File: config.mk
export PLATFORM = sky130hd
export DESIGN_NAME = butterfly_r2_param
export DESIGN_NICKNAME = d
export VERILOG_FILES = /design/src/rtl/butterfly_r2_param_pkg.sv /design/src/rtl/butterfly_r2_param_core.sv /design/src/rtl/pipe_reg.sv /design/src/rtl/butterfly_r2_param.sv
export SDC_FILE = /design/constraint.sdc
export NUM_CORES = 1
export LEC_CHECK = 0
export ABC_AREA = 1
export BUFFER_PORTS_ARGS = -buffer_cell sky130_fd_sc_hd__clkbuf_2
export CORE_MARGIN = 2
export CORE_UTILIZATION = 50
export DETAILED_ROUTE_END_ITERATION = 16
export GPL_ROUTABILITY_DRIVEN = 0
export PLACE_DENSITY_LB_ADDON = 0.1
export SLEW_MARGIN = 30
export SYNTH_ARGS = -nofsm -noshare
export SYNTH_HDL_FRONTEND = slang
export SYNTH_SLANG_ARGS = --single-unit
File: constraint.sdc
create_clock -name clk -period 3.1 [get_ports clk]
set_clock_uncertainty 0.2 [all_clocks]
set_input_delay 0.31 -clock clk [delete_from_list [all_inputs] [get_ports clk]]
set_output_delay 0.31 -clock clk [all_outputs]
set_load 0.005 [all_outputs]
File: src/rtl/butterfly_r2_param_pkg.sv
// Shared FFT definitions: twiddle rotation encoding, the fixed-width data bus,
// and a width-generic round/saturate helper.
package butterfly_r2_param_pkg;

    typedef enum logic [1:0] {
        ROT_P1 = 2'd0,
        ROT_NI = 2'd1,
        ROT_N1 = 2'd2,
        ROT_PI = 2'd3
    } rot_e;

    typedef struct packed {
        logic signed [15:0] re;
        logic signed [15:0] im;
    } FFT_DATA_BUS;

    localparam int SAT_MAXW = 64;

    // Returns {clamped, value}; value is sign-extended to SAT_MAXW bits.
    function automatic logic [SAT_MAXW:0] round_sat(
        input logic signed [SAT_MAXW-1:0] v,
        input logic                       scale,
        input int                         w
    );
        logic signed [SAT_MAXW-1:0] vs;
        logic signed [SAT_MAXW-1:0] hi;
        logic signed [SAT_MAXW-1:0] lo;
        vs = scale ? ((v + 64'sd1) >>> 1) : v;
        hi = (64'sd1 <<< (w - 1)) - 64'sd1;
        lo = -(64'sd1 <<< (w - 1));
        if (vs > hi) begin
            return {1'b1, hi};
        end else if (vs < lo) begin
            return {1'b1, lo};
        end
        return {1'b0, vs};
    endfunction

endpackage

File: src/rtl/butterfly_r2_param_core.sv
// Combinational butterfly: gate operands, add/sub at DW+1 bits, rotate the
// difference by a trivial twiddle, optionally halve, then clamp to DW bits.
module butterfly_r2_core
    import butterfly_r2_param_pkg::*;
#(
    parameter int DW = 16
) (
    input  logic                 i_up_valid,
    input  logic signed [DW-1:0] i_up_r,
    input  logic signed [DW-1:0] i_up_i,
    input  logic                 i_down_valid,
    input  logic signed [DW-1:0] i_down_r,
    input  logic signed [DW-1:0] i_down_i,
    input  logic [1:0]           i_rot,
    input  logic                 i_scale,
    output logic signed [DW-1:0] o_add_r,
    output logic signed [DW-1:0] o_add_i,
    output logic signed [DW-1:0] o_sub_r,
    output logic signed [DW-1:0] o_sub_i,
    output logic                 o_add_ovf,
    output logic                 o_sub_ovf
);

    logic signed [DW:0] w_up_r, w_up_i, w_dn_r, w_dn_i;
    logic signed [DW:0] w_s_r, w_s_i, w_d_r, w_d_i;
    logic signed [DW:0] w_rot_r, w_rot_i;
    logic [SAT_MAXW:0]  w_res_add_r, w_res_add_i, w_res_sub_r, w_res_sub_i;

    assign w_up_r = i_up_valid   ? {i_up_r[DW-1], i_up_r}     : '0;
    assign w_up_i = i_up_valid   ? {i_up_i[DW-1], i_up_i}     : '0;
    assign w_dn_r = i_down_valid ? {i_down_r[DW-1], i_down_r} : '0;
    assign w_dn_i = i_down_valid ? {i_down_i[DW-1], i_down_i} : '0;

    assign w_s_r = w_up_r + w_dn_r;
    assign w_s_i = w_up_i + w_dn_i;
    assign w_d_r = w_up_r - w_dn_r;
    assign w_d_i = w_up_i - w_dn_i;

    // |D| <= 2^DW-1, so negation cannot overflow at DW+1 bits.
    always_comb begin
        w_rot_r = w_d_r;
        w_rot_i = w_d_i;
        case (rot_e'(i_rot))
            ROT_P1: begin w_rot_r = w_d_r;  w_rot_i = w_d_i;  end
            ROT_NI: begin w_rot_r = w_d_i;  w_rot_i = -w_d_r; end
            ROT_N1: begin w_rot_r = -w_d_r; w_rot_i = -w_d_i; end
            default: begin w_rot_r = -w_d_i; w_rot_i = w_d_r; end
        endcase
    end

    assign w_res_add_r = round_sat(SAT_MAXW'(w_s_r),   i_scale, DW);
    assign w_res_add_i = round_sat(SAT_MAXW'(w_s_i),   i_scale, DW);
    assign w_res_sub_r = round_sat(SAT_MAXW'(w_rot_r), i_scale, DW);
    assign w_res_sub_i = round_sat(SAT_MAXW'(w_rot_i), i_scale, DW);

    assign o_add_r   = w_res_add_r[DW-1:0];
    assign o_add_i   = w_res_add_i[DW-1:0];
    assign o_sub_r   = w_res_sub_r[DW-1:0];
    assign o_sub_i   = w_res_sub_i[DW-1:0];
    assign o_add_ovf = w_res_add_r[SAT_MAXW] | w_res_add_i[SAT_MAXW];
    assign o_sub_ovf = w_res_sub_r[SAT_MAXW] | w_res_sub_i[SAT_MAXW];

endmodule

File: src/rtl/pipe_reg.sv
// Single-bit delay line exposing every stage, with synchronous clear of all stages.
module pipe_reg #(
    parameter int DEPTH = 2
) (
    input  logic             clk,
    input  logic             rst_n,
    input  logic             i_clr,
    input  logic             i_d,
    output logic [DEPTH-1:0] o_q
);

    logic [DEPTH-1:0] r_q;

    generate
        if (DEPTH == 1) begin : g_one
            always_ff @(posedge clk or negedge rst_n) begin
                if (!rst_n) begin
                    r_q <= '0;
                end else if (i_clr) begin
                    r_q <= '0;
                end else begin
                    r_q <= i_d;
                end
            end
        end else begin : g_many
            always_ff @(posedge clk or negedge rst_n) begin
                if (!rst_n) begin
                    r_q <= '0;
                end else if (i_clr) begin
                    r_q <= '0;
                end else begin
                    r_q <= {r_q[DEPTH-2:0], i_d};
                end
            end
        end
    endgenerate

    assign o_q = r_q;

endmodule

File: src/rtl/butterfly_r2_param.sv
// Pipelined radix-2 butterfly: LAT register stages of sum/rotated-diff results
// with flushable valid line, sticky overflow flag and saturating event counter.
module butterfly_r2_param
    import butterfly_r2_param_pkg::*;
#(
    parameter int DW  = 16,
    parameter int LAT = 2,
    parameter int CW  = 8
) (
    input  logic                 clk,
    input  logic                 rst_n,
    input  logic                 i_up_valid,
    input  logic signed [DW-1:0] i_up_r,
    input  logic signed [DW-1:0] i_up_i,
    input  logic                 i_down_valid,
    input  logic signed [DW-1:0] i_down_r,
    input  logic signed [DW-1:0] i_down_i,
    input  logic [1:0]           i_rot,
    input  logic                 i_scale,
    input  logic                 i_flush,
    input  logic                 i_ovf_clr,
    output logic                 o_add_valid,
    output logic signed [DW-1:0] o_add_r,
    output logic signed [DW-1:0] o_add_i,
    output logic                 o_sub_valid,
    output logic signed [DW-1:0] o_sub_r,
    output logic signed [DW-1:0] o_sub_i,
    output logic                 o_ovf_sticky,
    output logic [CW-1:0]        o_ovf_cnt
);

    localparam int PW = 4 * DW + 2;

    logic signed [DW-1:0] w_add_r, w_add_i, w_sub_r, w_sub_i;
    logic                 w_add_ovf, w_sub_ovf;
    logic                 w_vin;
    logic [PW-1:0]        w_pack;
    logic [LAT-1:0]       w_valid;
    logic [PW-1:0]        r_stage [LAT];
    logic                 w_add_ovf_out, w_sub_ovf_out, w_event;
    logic                 r_ovf_sticky;
    logic [CW-1:0]        r_ovf_cnt;

    butterfly_r2_core #(.DW(DW)) u_core (
        .i_up_valid   (i_up_valid),
        .i_up_r       (i_up_r),
        .i_up_i       (i_up_i),
        .i_down_valid (i_down_valid),
        .i_down_r     (i_down_r),
        .i_down_i     (i_down_i),
        .i_rot        (i_rot),
        .i_scale      (i_scale),
        .o_add_r      (w_add_r),
        .o_add_i      (w_add_i),
        .o_sub_r      (w_sub_r),
        .o_sub_i      (w_sub_i),
        .o_add_ovf    (w_add_ovf),
        .o_sub_ovf    (w_sub_ovf)
    );

    assign w_vin  = i_up_valid & i_down_valid;
    assign w_pack = {w_add_ovf, w_sub_ovf, w_add_r, w_add_i, w_sub_r, w_sub_i};

    pipe_reg #(.DEPTH(LAT)) u_valid_pipe (
        .clk   (clk),
        .rst_n (rst_n),
        .i_clr (i_flush),
        .i_d   (w_vin),
        .o_q   (w_valid)
    );

    // Each stage loads only when the valid entering it is set; add and sub share one word.
    genvar gi;
    generate
        for (gi = 0; gi < LAT; gi++) begin : g_stage
            logic          w_en;
            logic [PW-1:0] w_din;
            if (gi == 0) begin : g_first
                assign w_en  = w_vin;
                assign w_din = w_pack;
            end else begin : g_rest
                assign w_en  = w_valid[gi-1];
                assign w_din = r_stage[gi-1];
            end
            always_ff @(posedge clk or negedge rst_n) begin
                if (!rst_n) begin
                    r_stage[gi] <= '0;
                end else if (w_en) begin
                    r_stage[gi] <= w_din;
                end
            end
        end
    endgenerate

    assign {w_add_ovf_out, w_sub_ovf_out, o_add_r, o_add_i, o_sub_r, o_sub_i} = r_stage[LAT-1];
    assign o_add_valid = w_valid[LAT-1];
    assign o_sub_valid = w_valid[LAT-1];

    assign w_event = (o_add_valid & w_add_ovf_out) | (o_sub_valid & w_sub_ovf_out);

    // A new event wins over a same-cycle clear, restarting the count at one.
    always_ff @(posedge clk or negedge rst_n) begin
        if (!rst_n) begin
            r_ovf_sticky <= 1'b0;
            r_ovf_cnt    <= '0;
        end else if (w_event) begin
            r_ovf_sticky <= 1'b1;
            if (i_ovf_clr) begin
                r_ovf_cnt <= CW'(1);
            end else if (r_ovf_cnt != {CW{1'b1}}) begin
                r_ovf_cnt <= r_ovf_cnt + CW'(1);
            end
        end else if (i_ovf_clr) begin
            r_ovf_sticky <= 1'b0;
            r_ovf_cnt    <= '0;
        end
    end

    assign o_ovf_sticky = r_ovf_sticky;
    assign o_ovf_cnt    = r_ovf_cnt;

endmodule
==> impl_metrics.toml, run 1 <==
[status]
status = "finished with violations"
violations = "setup timing"

[drt]
ant_nets = 0
vias_per_cell = 5.14
routed-via-count = 16200
drc_errors = 0
routedWlPerCell_um = 14.5
drt_iter0_markers = 1045
drt_first_pass_iters = 7
routed_wl_um = 45700

[power_and_ir_drop]
ir_worst_vdd_mv = 0.364
cellLeakagePower_nw = 10.9
total_power_w = 0.00880
power_density_mw_per_mm2 = 436

[setup_path]
worstSetupPathType = "in2reg"
cp_max_fo = 6
worst_setup_path_start_kind = "primary input"
cp.required_ps = 3240
end_kind = "flip-flop"
arrival_ps = 3830

[yosys]
async_flop_share = 1.00
synth_flop_cell = "dfrtp_1"
synth_top_area_share = 0.251
synth-seq-area-share = 0.251
synth.distinct_cells = 48
syn_nets = 2435
muxShareOfSynthArea = 0.00141
synthCells = 2287
synth-compound-area-share = 0.132
synth_top_family_by_area = "simple AND/OR/NAND/NOR gates"
yosys.area_share.simple = 0.383
synth_seq_cells = 143
yosys.area_share.adder = 0.0680
yosys-top-cells-area = "dfrtp_1, nand2_1, inv_1"
postSynthAreaPerCell_sq_um = 6.23
syn-cell-area_sq_mm = 0.0142
synth_xor_area_frac = 0.0271
synth_edf_count = 0
yosysWarnings = 0
yosys.area.top_type = "dfrtp_1"

[clock_network]
clkSinkCount = 143
cts_tree = "done"
clockRootBuffer = "clkbuf_16"
cts_buffers = 17
clockBufferDepth = 2
htreeDepth = 4
clkLatencyLatePin_ps = 420
clk_pin_slew_worst_paths_ps = 60

[die]
core_area_sq_mm = 0.0279
io_pins = 148
die_area_sq_mm = 0.0298
start_util = 0.510
die_width_um = 173
num_rows = 61
die_y_um = 173

[global_route]
grt_max_degree = 85
antenna_found_initial = 0
track_usage = 0.293
grt_pass1_vias = 15100
grt-ovfl-total = 0
grt_pass1_wl_um = 73100

[sta]
timing.final.crit_share = 1.19
setup_viol = 66
fmax_mhz = 271
hold_viol_final = 0
final_max_slew_viol_count = 0
max_slew_margin = 0.483
rsz0062_at_grt = "true"
worst_slew_pin_slew_ps = 775
post-route-min-period_ps = 3690
whs_ps = 235
setup_slack_ps = -590

[final_layout]
finalNonFillerCells = 3159
area_delta_synth_final_pct = 41.7
multiInputGateArea_sq_mm = 0.0100
seqCellArea_sq_mm = 0.00358
utilization = 0.723
fill_cells = 2269
nets = 2915
drive_gt1_frac = 0.373

[placed_design]
preCtsSetupSlack_ps = -1260
port_buffers = 147
hpwl_um = 34200
place_inst = 3048

[job]
drv_cap = 0

[min_path]
hp-class = "in2async"
[state kept, by name, summed over array words and instances (netlist names)]
| name | cells |
|---|---|
| u_valid_pipe.o_q | 2 |
| r_stage | 2 |
| o_add_r | 16 |
| o_sub_r | 16 |
| g_stage.w_din | 66 |
| o_add_i | 16 |
| o_ovf_sticky | 1 |
| o_ovf_cnt | 8 |
| o_sub_i | 16 |
[cells in the mapped netlist, drive strengths merged (6+ instances only)]
cell / count
xnor2: 10
nor2: 193
nor3: 20
buf: 103
nand3: 168
nand4: 28
ha: 71
a31oi: 12
dfrtp: 143
clkbuf: 46
xor2: 34
o21bai: 8
nand2: 853
inv: 277
a21oi: 102
a22oi: 9
nor4: 6
o21ai: 174
[logic make-up (layout without fill, tap and decap cells)]
group / after synthesis / count (layout)
fa+ha+maj: 75 / 75
simple gates: 1279 / 1282
buf+inv: 427 / 917
other cells: 0 / 1
xor+xnor: 44 / 44
compound gates: 317 / 317
mux: 2 / 2
flops: 143 / 143
[final timing paths]
kind | from | endpoint | slack [ps] | cells past startpoint
setup / recovery | i_down_valid | g_stage[1].w_din[18]$_DFFE_PN0P_ | -590 | 28
min in group clk | o_sub_r[9]$_DFFE_PN0P_ | o_sub_r[9]$_DFFE_PN0P_ | 270 | 2
hold reg to reg | o_sub_r[9]$_DFFE_PN0P_ | o_sub_r[9]$_DFFE_PN0P_ | 270 | 2
hold / removal | rst_n | o_ovf_cnt[4]$_DFFE_PN0P_ | 240 | 2
setup reg to reg | o_ovf_cnt[0]$_DFFE_PN0P_ | o_ovf_cnt[7]$_DFFE_PN0P_ | 920 | 12
max in group asynchronous | rst_n | o_ovf_cnt[5]$_DFFE_PN0P_ | 1700 | 3
[area by class of cell]
class / instances / area share
Clock buffer: 18 / 0.0218
Tap cell: 378 / 0.0234
Inverter: 278 / 0.0523
Antenna cell: 1 / 0.000124
Clock inverter: 14 / 0.00775
Multi-Input combinational cell: 1720 / 0.496
Sequential cell: 143 / 0.177
Timing Repair Buffer: 607 / 0.221
[worst max-delay path: stages]
cell,delay [ps]
clkbuf_16,150
nand2_4,60
inv_4,40
ha_4,150
fa_2,490
ha_4,300
nand2_2,60
o2111ai_2,70
o21ai_1,110
inv_1,100
ha_2,190
inv_2,40
nor2_4,110
nand3_4,110
nor2_4,140
nand2_2,70
nor2_4,150
nand3_4,100
nor2_4,150
nand3_4,90
nor2_1,100
nand2_1,70
nand3_2,110
nand2_2,70
nand2_4,110
nand2_4,90
buf_16,190
o21ai_4,120
[stage by stage]
stage / TNS (ps) / cell area, sq um
final: -25240 / 20200
after detailed placement: -67720 / 17700
after global routing: -40180 / 20200
after CTS: -19990 / 19400
after floorplan: -33440 / 14500
after global placement: -60760 / 17700
[report_power, final]
part           switching, W  internal, W
clock network      0.000801      0.00122
registers          0.000261      0.00226
logic               0.00240      0.00186
total               0.00346      0.00534
[timing repair]
action | CTS | global route
pin swaps | 46 | 72
setup buffers | 37 | 31
gates cloned | 6 | 1
resized for setup | 175 | 127
endpoints found under the hold margin | 65 | 0
hold buffers | 3 | 0
endpoints found under the setup margin | 66 | 66
[placed cells by master (no fill, tap or decap), drive strengths merged, types with 6 or more instances in the layout]
cell type | netlist | routed
a21oi | 102 | 102
a22oi | 9 | 9
a31oi | 12 | 12
buf | 103 | 458
clkbuf | 46 | 164
dfrtp | 143 | 143
ha | 71 | 71
inv | 277 | 282
nand2 | 853 | 856
nand3 | 168 | 168
nand4 | 28 | 28
nor2 | 193 | 193
nor3 | 20 | 20
nor4 | 6 | 6
o21ai | 174 | 174
o21bai | 8 | 8
xnor2 | 10 | 10
xor2 | 34 | 34
[routing by layer]
layer	up-vias	share of wire	track usage
met2	568	0.48	0.506
met3	81	0.057	0.0330
met5	-	0	0
met1	7441	0.44	0.393
li1	8142	-	-
met4	0	0.023	0.0724
Note: power is estimated with default switching activity, not from simulation.
==> run 2, diff against run 1 <==
--- a/config.mk
+++ b/config.mk
@@ -7,8 +7,10 @@
 export LEC_CHECK = 0
 export ABC_AREA = 1
 export BUFFER_PORTS_ARGS = -buffer_cell sky130_fd_sc_hd__clkbuf_2
+export CELL_PAD_IN_SITES_DETAIL_PLACEMENT = 1
+export CELL_PAD_IN_SITES_GLOBAL_PLACEMENT = 1
 export CORE_MARGIN = 2
-export CORE_UTILIZATION = 50
+export CORE_UTILIZATION = 46
 export DETAILED_ROUTE_END_ITERATION = 16
 export GPL_ROUTABILITY_DRIVEN = 0
 export PLACE_DENSITY_LB_ADDON = 0.1
==> impl_metrics.toml, run 2 <==
[yosys]
synth_top_area_share = 0.251
muxShareOfSynthArea = 0.00141
syn-cell-area_sq_mm = 0.0142
synthCells = 2287
netlist_top_cells_count = "nand2_1, inv_1, nor2_1"
synth_top_family_by_area = "simple AND/OR/NAND/NOR gates"
synth_xor_area_frac = 0.0271
syn_nets = 2435
synth_most_common_cell = "nand2_1"
yosys.area_share.adder = 0.0680
yosysWarnings = 0
yosys.area.top_type = "dfrtp_1"
yosys-top-cells-area = "dfrtp_1, nand2_1, inv_1"
postSynthAreaPerCell_sq_um = 6.23
synth.distinct_cells = 48
synth-seq-area-share = 0.251
synth_flop_cell = "dfrtp_1"
synth-compound-area-share = 0.132
synth_edf_count = 0
yosys.area_share.simple = 0.383
async_flop_share = 1.00
synth_seq_cells = 143

[clock_network]
clkSinkCount = 143
clockBufferDepth = 3
htreeDepth = 4
clockRootBuffer = "clkbuf_16"
cts_buffers = 25

[die]
io_pins = 148
num_rows = 64
start_util = 0.467
die_width_um = 180
die_y_um = 180

[placed_design]
hpwl_um = 46400
placed_cell_area_sq_mm = 0.0180
place_inst = 3098
port_buffers = 147

[global_route]
track_usage = 0.892
grt_max_degree = 85
grt-ovfl-total = 1303

[status]
haltStage = "5_1_grt"
status = "did not finish"
stop_error = "[ERROR GRT-0232] Routing congestion too high. Check the congestion heatmap in the GUI."

[sta]
worstEpCategory = "register data pin"
grt_repair_worst_endpoint = "g_stage[1].w_din[2]$_DFFE_PN0P_/D"
-- run 2: cells by family after synthesis --
| group | count (synthesis) |
|---|---|
| muxes | 2 |
| xor gates and xnor gates | 44 |
| adders and majority gates | 75 |
| buffers and inverters | 427 |
| DFF | 143 |
| AOI/OAI and AO/OA | 317 |
| and+or+nand+nor | 1279 |
-- run 2: per-stage QoR --
stage	setup WS [ps]	TNS, ps
detailed placement	-1490	-80560
global placement	-1110	-62610
CTS	-658	-34450
floorplan	-839	-33440
-- run 2: what timing repair did --
| item | in CTS |
|---|---|
| setup buffers | 42 |
| setup endpoints to repair | 66 |
| resized for setup | 225 |
| pin swaps | 57 |
| hold endpoints to repair | 79 |
| hold buffers | 3 |
| gates cloned | 2 |
-- run 2: per-layer routing --
| metal | GRT overflow | GRT usage |
|---|---|---|
| met5 | 0 | 0.240 |
| met4 | 352 | 1.03 |
| met3 | 4 | 0.671 |
| met2 | 931 | 1.12 |
| met1 | 16 | 0.844 |
==> run 3, diff against run 2 <==
--- a/config.mk
+++ b/config.mk
@@ -7,13 +7,11 @@
 export LEC_CHECK = 0
 export ABC_AREA = 1
 export BUFFER_PORTS_ARGS = -buffer_cell sky130_fd_sc_hd__clkbuf_2
-export CELL_PAD_IN_SITES_DETAIL_PLACEMENT = 1
-export CELL_PAD_IN_SITES_GLOBAL_PLACEMENT = 1
 export CORE_MARGIN = 2
-export CORE_UTILIZATION = 46
+export CORE_UTILIZATION = 35
 export DETAILED_ROUTE_END_ITERATION = 16
 export GPL_ROUTABILITY_DRIVEN = 0
-export PLACE_DENSITY_LB_ADDON = 0.1
+export PLACE_DENSITY_LB_ADDON = 0.15
 export SLEW_MARGIN = 30
 export SYNTH_ARGS = -nofsm -noshare
 export SYNTH_HDL_FRONTEND = slang
==> impl_metrics.toml, run 3 (synthesis gave the netlist of run 1 again) <==
[global_route]
antenna_found_initial = 2
grt_max_degree = 87
grt-ovfl-total = 0
grt_pass1_vias = 15100
grt_pass1_wl_um = 75800
track_usage = 0.222

[min_path]
whs_path_depth = 2
hp-class = "reg2reg"

[setup_path]
crit_slowest_cell = "fa_2"
r2r_cells = 12
worst_setup_path_start_kind = "primary input"
arrival_ps = 3720
cp.required_ps = 3200
rrSetupSlack_ps = 890
max_stage_delay_ps = 500
end_kind = "flip-flop"
cp_max_fo = 5
worstSetupPathType = "in2reg"
cpMostUsedCell = "nand2_1"

[drt]
ant_nets = 0
routed_wl_um = 47600
routedWlPerCell_um = 14.3
vias_per_cell = 4.78
drc_errors = 0
drt_first_pass_iters = 5
routed-via-count = 15900
drt_iter0_markers = 839

[sta]
max_slew_margin = 0.477
timing.final.crit_share = 1.17
whs_ps = 269
tns_ps = -23470
rsz0062_at_grt = "true"
setup_slack_ps = -512
setup_viol = 66
final_max_slew_viol_count = 0
hold_viol_final = 0
post-route-min-period_ps = 3610
fmax_mhz = 277
worst_slew_pin_slew_ps = 785

[power_and_ir_drop]
power_density_mw_per_mm2 = 426
ir_worst_vdd_mv = 0.379
p_sw_frac = 0.394
seqPwrFrac = 0.287
pwr-share-clk = 0.221
cellLeakagePower_nw = 10.9
switchingPower_w = 0.00346
p_comb_frac = 0.492
intPower_w = 0.00532

[placed_design]
preCtsSetupSlack_ps = -1250
hpwl_um = 37700
port_buffers = 147

[status]
status = "finished with violations"
violations = "setup timing"

[final_layout]
diodes = 0
utilization = 0.516
largest_register_ffs = 66
area_delta_synth_final_pct = 44.7
layout_commonest_cell = "nand2_1"
drive_gt1_frac = 0.386
nets = 2934
mostFrequentLayoutCells = "nand2_1, buf_4, inv_1, clkbuf_2, dfrtp_1"

[die]
die_y_um = 206
die_area_sq_mm = 0.0423
start_util = 0.357
core_area_sq_mm = 0.0399
num_rows = 73
die_width_um = 206
io_pins = 148

[clock_network]
clockBufferDepth = 2
clockRootBuffer = "clkbuf_16"
clkLatencyLatePin_ps = 420
cts_buffers = 17
clkSinkCount = 143
htreeDepth = 4
cts_tree = "done"
clk_pin_slew_worst_paths_ps = 60

[job]
drv_cap = 0
run 3: worst max-delay path: cells and delay by family:
kind / cells / cell delay (ps)
adders and majority gates: 3 / 1030
AOI/OAI and AO/OA: 2 / 230
and+or+nand+nor: 17 / 1740
buffers and inverters: 4 / 410
run 3: repair_timing:
item	CTS	global route
setup buffers	35	27
resized for setup	160	177
hold buffers	3	0
hold endpoints to repair	85	0
cloned	4	3
endpoints found under the setup margin	66	66
pin swaps	60	81
run 3: path summary, 6_finish.rpt:
check,endpoint,from
setup / recovery,g_stage[1].w_din[64]$_DFFE_PN0P_,i_down_valid
hold / removal,o_add_r[7]$_DFFE_PN0P_,g_stage[1].w_din[55]$_DFFE_PN0P_
setup reg to reg,o_ovf_cnt[7]$_DFFE_PN0P_,o_ovf_cnt[0]$_DFFE_PN0P_
hold reg to reg,o_add_r[7]$_DFFE_PN0P_,g_stage[1].w_din[55]$_DFFE_PN0P_
max in group asynchronous,g_stage[1].w_din[16]$_DFFE_PN0P_,rst_n
min in group asynchronous,o_add_r[5]$_DFFE_PN0P_,rst_n
run 3: metrics by stage:
step                instances  instance area [sq um]  total power (W)
CTS                      3294                  19700          0.00853
detailed placement       3221                  18100          0.00631
global placement         3221                  18100          0.00625
finish                   3324                  20600          0.00878
floorplan                2287                  14500          0.00480
global route             3324                  20600          0.00942
run 3: layer usage:
| metal | share of wire | track usage | vias to the layer above |
|---|---|---|---|
| met5 | 0.00048 | 0 | - |
| met4 | 0.029 | 0.0719 | 4 |
| met3 | 0.042 | 0.0291 | 77 |
| met2 | 0.46 | 0.366 | 395 |
| met1 | 0.47 | 0.300 | 7230 |
| li1 | - | - | 8187 |
run 3: final cells by class:
type	count	area, sq um
timing repair buffer	624	4530
fill	4027	19300
sequential	143	3580
multi-input combinational	1722	10200
tap	525	657
clock inverter	11	108
inverter	278	1050
clock buffer	21	460
run 3: power by group through the flow:
stage                     registers, W  clock network, W  logic, W
final                          0.00252           0.00194   0.00432
after detailed placement       0.00255                 0   0.00376
after CTS                      0.00252           0.00199   0.00401
after floorplan                0.00245                 0   0.00235
after global routing           0.00257           0.00207   0.00478
after global placement         0.00254                 0   0.00372
